## src/rtl/dz_dtr.sv

```systemverilog
// dz_dtr -- DZ11 Transmit Control Register (TCR) and DTR modem-control driver.
//
// TCR layout is {DTR[7:0], LENA[7:0]}. Each half is written by its own byte
// strobe from the DZ11 bus decoder. Each of the eight DTR lines drives its
// modem through a small per-line FSM. That FSM enforces a minimum hang-up
// time (HOLD_CLKS clocks) after every drop, so a modem always sees a clean
// disconnect before DTR comes back.
//
// Optional feature macro: DZ_DTR_HOLD_EN
//   defined   : per-line OFF/ON/HOLD FSM with a hold-down counter.
//   undefined : dz11DTR is regTCR[15:8] delayed one clock, dtrBUSY = 0,
//               and HOLD_CLKS/CW are unused.
//
// Ports
//   clk      clock
//   rst      asynchronous reset, active-low
//   clr      synchronous master clear (CSR MCLR), active-high, beats writes
//   tcrWRL   write strobe for TCR[7:0]  (line enables)
//   tcrWRH   write strobe for TCR[15:8] (DTR requests)
//   dataIN   bus write data
//   regTCR   TCR readback
//   lineENA  per-line transmit enable (regTCR[7:0])
//   dz11DTR  registered DTR outputs to the modems
//   dtrBUSY  per-line hold timer active
module dz_dtr #(
   parameter int HOLD_CLKS = 50000,
   parameter int CW        = 16
) (
   input  logic        clk,
   input  logic        rst,
   input  logic        clr,
   input  logic        tcrWRL,
   input  logic        tcrWRH,
   input  logic [15:0] dataIN,
   output logic [15:0] regTCR,
   output logic [7:0]  lineENA,
   output logic [7:0]  dz11DTR,
   output logic [7:0]  dtrBUSY
);

   logic [15:0] tcr;

   // TCR register: master clear wins over both byte strobes
   always_ff @(posedge clk or negedge rst) begin
      if (!rst) begin
         tcr <= 16'h0000;
      end else if (clr) begin
         tcr <= 16'h0000;
      end else begin
         if (tcrWRL) tcr[7:0]  <= dataIN[7:0];
         if (tcrWRH) tcr[15:8] <= dataIN[15:8];
      end
   end

   assign regTCR  = tcr;
   assign lineENA = tcr[7:0];

`ifdef DZ_DTR_HOLD_EN

   typedef enum logic [1:0] {
      S_OFF  = 2'd0,
      S_ON   = 2'd1,
      S_HOLD = 2'd2
   } dtr_state_t;

   localparam logic [CW-1:0] HOLD_LOAD = CW'(HOLD_CLKS - 1);
   localparam logic [CW-1:0] CNT_ONE   = {{(CW-1){1'b0}}, 1'b1};

   dtr_state_t    state_q [8];
   dtr_state_t    state_d [8];
   logic [CW-1:0] cnt_q   [8];
   logic [CW-1:0] cnt_d   [8];
   logic [7:0]    dtr_d;
   logic [7:0]    busy_d;

   // State, counter and output registers. The outputs are registered from
   // the next state, so they always match the state the line has just entered.
   always_ff @(posedge clk or negedge rst) begin
      if (!rst) begin
         for (int n = 0; n < 8; n++) begin
            state_q[n] <= S_OFF;
            cnt_q[n]   <= '0;
         end
         dz11DTR <= 8'h00;
         dtrBUSY <= 8'h00;
      end else begin
         for (int n = 0; n < 8; n++) begin
            state_q[n] <= state_d[n];
            cnt_q[n]   <= cnt_d[n];
         end
         dz11DTR <= dtr_d;
         dtrBUSY <= busy_d;
      end
   end

   // Per-line next state. A request seen during HOLD is ignored until the
   // counter reaches zero, and the timer never restarts mid-hold.
   always_comb begin
      dtr_d  = 8'h00;
      busy_d = 8'h00;
      for (int n = 0; n < 8; n++) begin
         state_d[n] = state_q[n];
         cnt_d[n]   = cnt_q[n];
         case (state_q[n])
            S_OFF: begin
               if (tcr[8+n]) state_d[n] = S_ON;
            end
            S_ON: begin
               if (!tcr[8+n]) begin
                  state_d[n] = S_HOLD;
                  cnt_d[n]   = HOLD_LOAD;
               end
            end
            S_HOLD: begin
               if (cnt_q[n] != '0) cnt_d[n] = cnt_q[n] - CNT_ONE;
               else                state_d[n] = tcr[8+n] ? S_ON : S_OFF;
            end
            default: begin
               state_d[n] = S_OFF;
               cnt_d[n]   = '0;
            end
         endcase
         dtr_d[n]  = (state_d[n] == S_ON);
         busy_d[n] = (state_d[n] == S_HOLD);
      end
   end

`else

   // Without hold-down, DTR simply follows the request bits one clock later
   always_ff @(posedge clk or negedge rst) begin
      if (!rst) dz11DTR <= 8'h00;
      else      dz11DTR <= tcr[15:8];
   end

   assign dtrBUSY = 8'h00;

`endif

endmodule

```

## config.mk

```make
export PLATFORM = sky130hd
export DESIGN_NAME = dz_dtr
export DESIGN_NICKNAME = d
export VERILOG_FILES = /design/src/rtl/dz_dtr.sv
export SDC_FILE = /design/constraint.sdc
export NUM_CORES = 1
export LEC_CHECK = 0
export CORE_ASPECT_RATIO = 1.4
export CORE_MARGIN = 2
export CORE_UTILIZATION = 32
export DETAILED_ROUTE_END_ITERATION = 10
export PLACE_DENSITY = 0.77
export SYNTH_ARGS = -nofsm -noshare
export SYNTH_HDL_FRONTEND = slang
export SYNTH_SLANG_ARGS = --single-unit
```

## constraint.sdc

```tcl
create_clock -name clk -period 0.8 [get_ports clk]
set_input_delay 0.08 -clock clk [delete_from_list [all_inputs] [get_ports clk]]
set_output_delay 0.08 -clock clk [all_outputs]
set_load 0.03 [all_outputs]
```

## Word-level counts from Yosys, hierarchy flattened

Index checks and enable logic that the tools add are counted.

- Eq/ne operators: 0
- Add/subtract/negate cells: 0
- Shift-type cells: 0
- Div/mod/pow operators: 0
- Muxes and demuxes: 3
- $mul: 0
- $lt $le $gt $ge: 0
- Reductions and logical operators: 2
- Bitwise logic cells: 0

Operators by type and width:

| cell | number |
|---|---|
| 2-to-1 mux 16 bit | 1 |
| 2-to-1 mux 8 bit | 2 |
| nonzero test 2 bit | 2 |

- Latch bits: 0
- Memory bits (writable): 0
- Bits in registers: 24
- Logic and storage cells: 8
- Input bits: 21
- Memories kept: 0
- Output and inout port bits: 40
- ROM bits: 0

## Depth between registers and ports, before layout

Gate-level depths: netlist (run 1).

- Word-level depth: 2
- Mapped depth: 3
- Mapped depth without buffers: 2

## Worst setup path before layout (run 1)

No wires, ideal clock.

- Path type: flip-flop to flip-flop
- Start point: reg regTCR[7] (netlist name)
- End point: reg tcr[7], in the netlist regTCR[7]
- Buffers on the path: 0
- Data arrival time: 0.680 ns
- Setup time: 0.120 ns
- Setup slack: 0.000 ns
- Data required time: 0.680 ns
- Stages on the path, launching flop included: 3
- Clock period less this slack: 0.800 ns
- Cell sequence: dfrtp_1 mux2i_1 nor2_1

RTL lines:

| element | line | text |
|---|---|---|
| end signal, assigned | 50 | `if (tcrWRL) tcr[7:0] <= dataIN[7:0];` |
| end, declared | 41 | `logic [15:0] tcr;` |

## Worst setup path in the final report (run 1)

- Start point: reg tcr[7], in the netlist regTCR[7]
- End point: out lineENA[7]

RTL lines:

| element | line | text |
|---|---|---|
| end, declared | 36 | `output logic [7:0] lineENA,` |

No word-level cell between the ends.

==> results.toml, run 1 <==
[global_route]
use_met2_pct = 23.4
grt_overflow = 0
grt_use_total_pct = 13.5
grtUsageMet3_pct = 3.66
first_global_vias = 752
grt-busiest-layer = "met2"
use_met1_pct = 15.4
grt_pass1_wl_um = 3590
antenna_found_initial = 0
grt_max_degree = 25

[yosys]
synth_top_area_share_pct = 61.1
synth.area.top_cells = "dfrtp_1 (61%), mux2i_1 (16%), buf_4 (12%), nor2_1 (6.1%), buf_6 (3.4%)"
synth_cells = 77
ys_top_cells_by_count = "dfrtp_1 (24), buf_4 (16), mux2i_1 (16), nor2_1 (16), buf_6 (3)"
synth_cell_types = 7
synth-async-reset-ratio_pct = 100
syn-cell-area_um2 = 983
yosysSeqAreaShare_pct = 61.1
synth-seq-cells = 24
synth-edff-count = 0
yosysTopAreaCell = "dfrtp_1"
ys_warn_count = 0
postSynthAreaPerCell_um2 = 12.8
synth.most_common_cell = "dfrtp_1"
synthFlopType = "dfrtp_1"

[placement]
gp_congestion = 0.609
dpl_cell_area_mm2 = 0.00143
io_buffer_count = 52
dp_hpwl_um = 1520

[sta]
fin_crit_ns = 0.922
finalCritPeriodShare_pct = 115
finalHoldViolCount = 0
setup_viol = 37
whs_ns = 0.173
max_freq_ghz = 1.08
report.final.slew_viol_count = 0
tns_ns = -3.12
rsz0062_at_grt = "yes"
setup_slack_ns = -0.122
fin_worst_skew_ns = 0.00155

[run_status]
status = "complete, but fails checks"
violations = "setup timing"

[floorplan]
die_w_um = 50.9
fp-row-count = 23
die_h_um = 69.6
die-area_mm2 = 0.00354
num_io_pins = 61
start_util_pct = 33.8
coreArea_mm2 = 0.00291

[setup_path]
start_kind = "flop"
end_kind = "output port"
slowest_delay_ns = 0.44
critPathBufInv = 1
path_depth = 1
critical_path_required_ns = 0.72
cp_data_arrival_time_ns = 0.84
crit_chain = "buf_6"
critical_path_class = "flop to output port"
crit_fanout = 3
crit_family = "flip-flops"
r2r_cells = 3
cp_slowest_cell = "dfrtp_2"

[clock_network]
clock_sinks = 24
clk_latency_ns = 0.26
cts_tree = "yes"
htreeDepth = 1
postCtsHoldBufs = 0
root_buffer = "clkbuf_8"
clk_pin_slew_ns = 0.08
cts_max_path_buffers = 2
cts_buffers = 3

[power_and_ir_drop]
p_per_area_mw_per_mm2 = 1700
vdd_ir_drop_max_mv = 0.849
p_leak_nw = 0.868
total_power_w = 0.00291

[finish]
fillCellCount = 236
stdcell_area_mm2 = 0.00172
synthToLayoutAreaGrowth_pct = 74.6
drive_gt1_share_pct = 44.1
diodes = 0
nets = 158
final_core_util_pct = 59.1

[route]
drt_iter0_drc = 5
dr.pass1.iters = 2
drc = 0
routed_via_density = 4.17
vias = 722
wl_per_cell_um = 12.8
wirelength_um = 2220
ant_nets = 0

[job]
maxCapViolCount = 0

[worst_hold_path]
hold_class = "input port to asynchronous set/reset pin"
state kept, by name (all words and copies together), names as in the netlist:
name and flops:
regTCR 16, dz11DTR 8
timing repair:
item / in CTS / in global routing
pin swaps: 2 / 5
resized for setup: 36 / 5
setup buffers: 10 / 2
setup endpoints to repair: 46 / 42
worst paths after layout:
kind                            start         end  slack, ns
max in group asynchronous         rst   regTCR[7]       0.47
min                               rst  dz11DTR[2]       0.17
min reg2reg                regTCR[12]  dz11DTR[4]       0.51
max                         regTCR[7]  lineENA[7]      -0.12
max reg2reg                 regTCR[6]   regTCR[6]      -0.04
min in group clk               tcrWRH  regTCR[12]       0.39
routing by layer:
| layer | part of all wire, % | up-vias |
|---|---|---|
| met5 | 0 | - |
| met1 | 37 | 337 |
| met4 | 0.81 | 0 |
| li1 | - | 338 |
| met2 | 54 | 45 |
| met3 | 8.8 | 2 |
kinds of logic after synthesis:
group	share of synthesized area, %
AND/OR/NAND/NOR	6.11
buffers and inverters	16.2
flip-flops	61.1
multiplexers	16.3
other	0.381
report_power, final:
group | switching, W | total [W] | internal, W
Combinational | 0.000392 | 0.000780 | 0.000388
Clock | 0.000354 | 0.000792 | 0.000438
Sequential | 0.0000583 | 0.00134 | 0.00128
stage by stage:
| stage | instances | setup slack (ns) |
|---|---|---|
| 6_report | 173 | -0.122 |
| 5_1_grt | 173 | -0.148 |
| 4_1_cts | 171 | -0.124 |
| 3_5_place_dp | 157 | -0.318 |
| 3_3_place_gp | 157 | -0.291 |
| 2_1_floorplan | 84 | 0.00149 |
cell usage in the layout, fill, tap and decap left out:
master,n
buf_12,4
conb_1,8
nor2_1,16
dlygate4sd2_1,2
mux2i_1,16
clkbuf_8,4
dfrtp_2,8
buf_6,39
clkdlybuf4s50_1,18
dfrtp_1,16
buf_4,5
layout make-up:
class	instances	area, um2	share of cell area [%]
clock buffers	4	55.1	3.21
multi-input cells	40	250	14.6
repair buffers	68	754	44.0
flip-flops and latches	24	611	35.6
well taps	37	46.3	2.70
(Power assumes the default switching activity.)
==> run 2: changes to the inputs <==
CTS_CLUSTER_DIAMETER = 150   (was not set)
==> results of run 2 <==
Final layout, timing and power as in run 1 (identical DEF).
==> run 3: changes to the inputs <==
CAP_MARGIN = 10   (was not set)
==> results of run 3 <==
Final layout, timing and power as in run 1 (identical DEF).
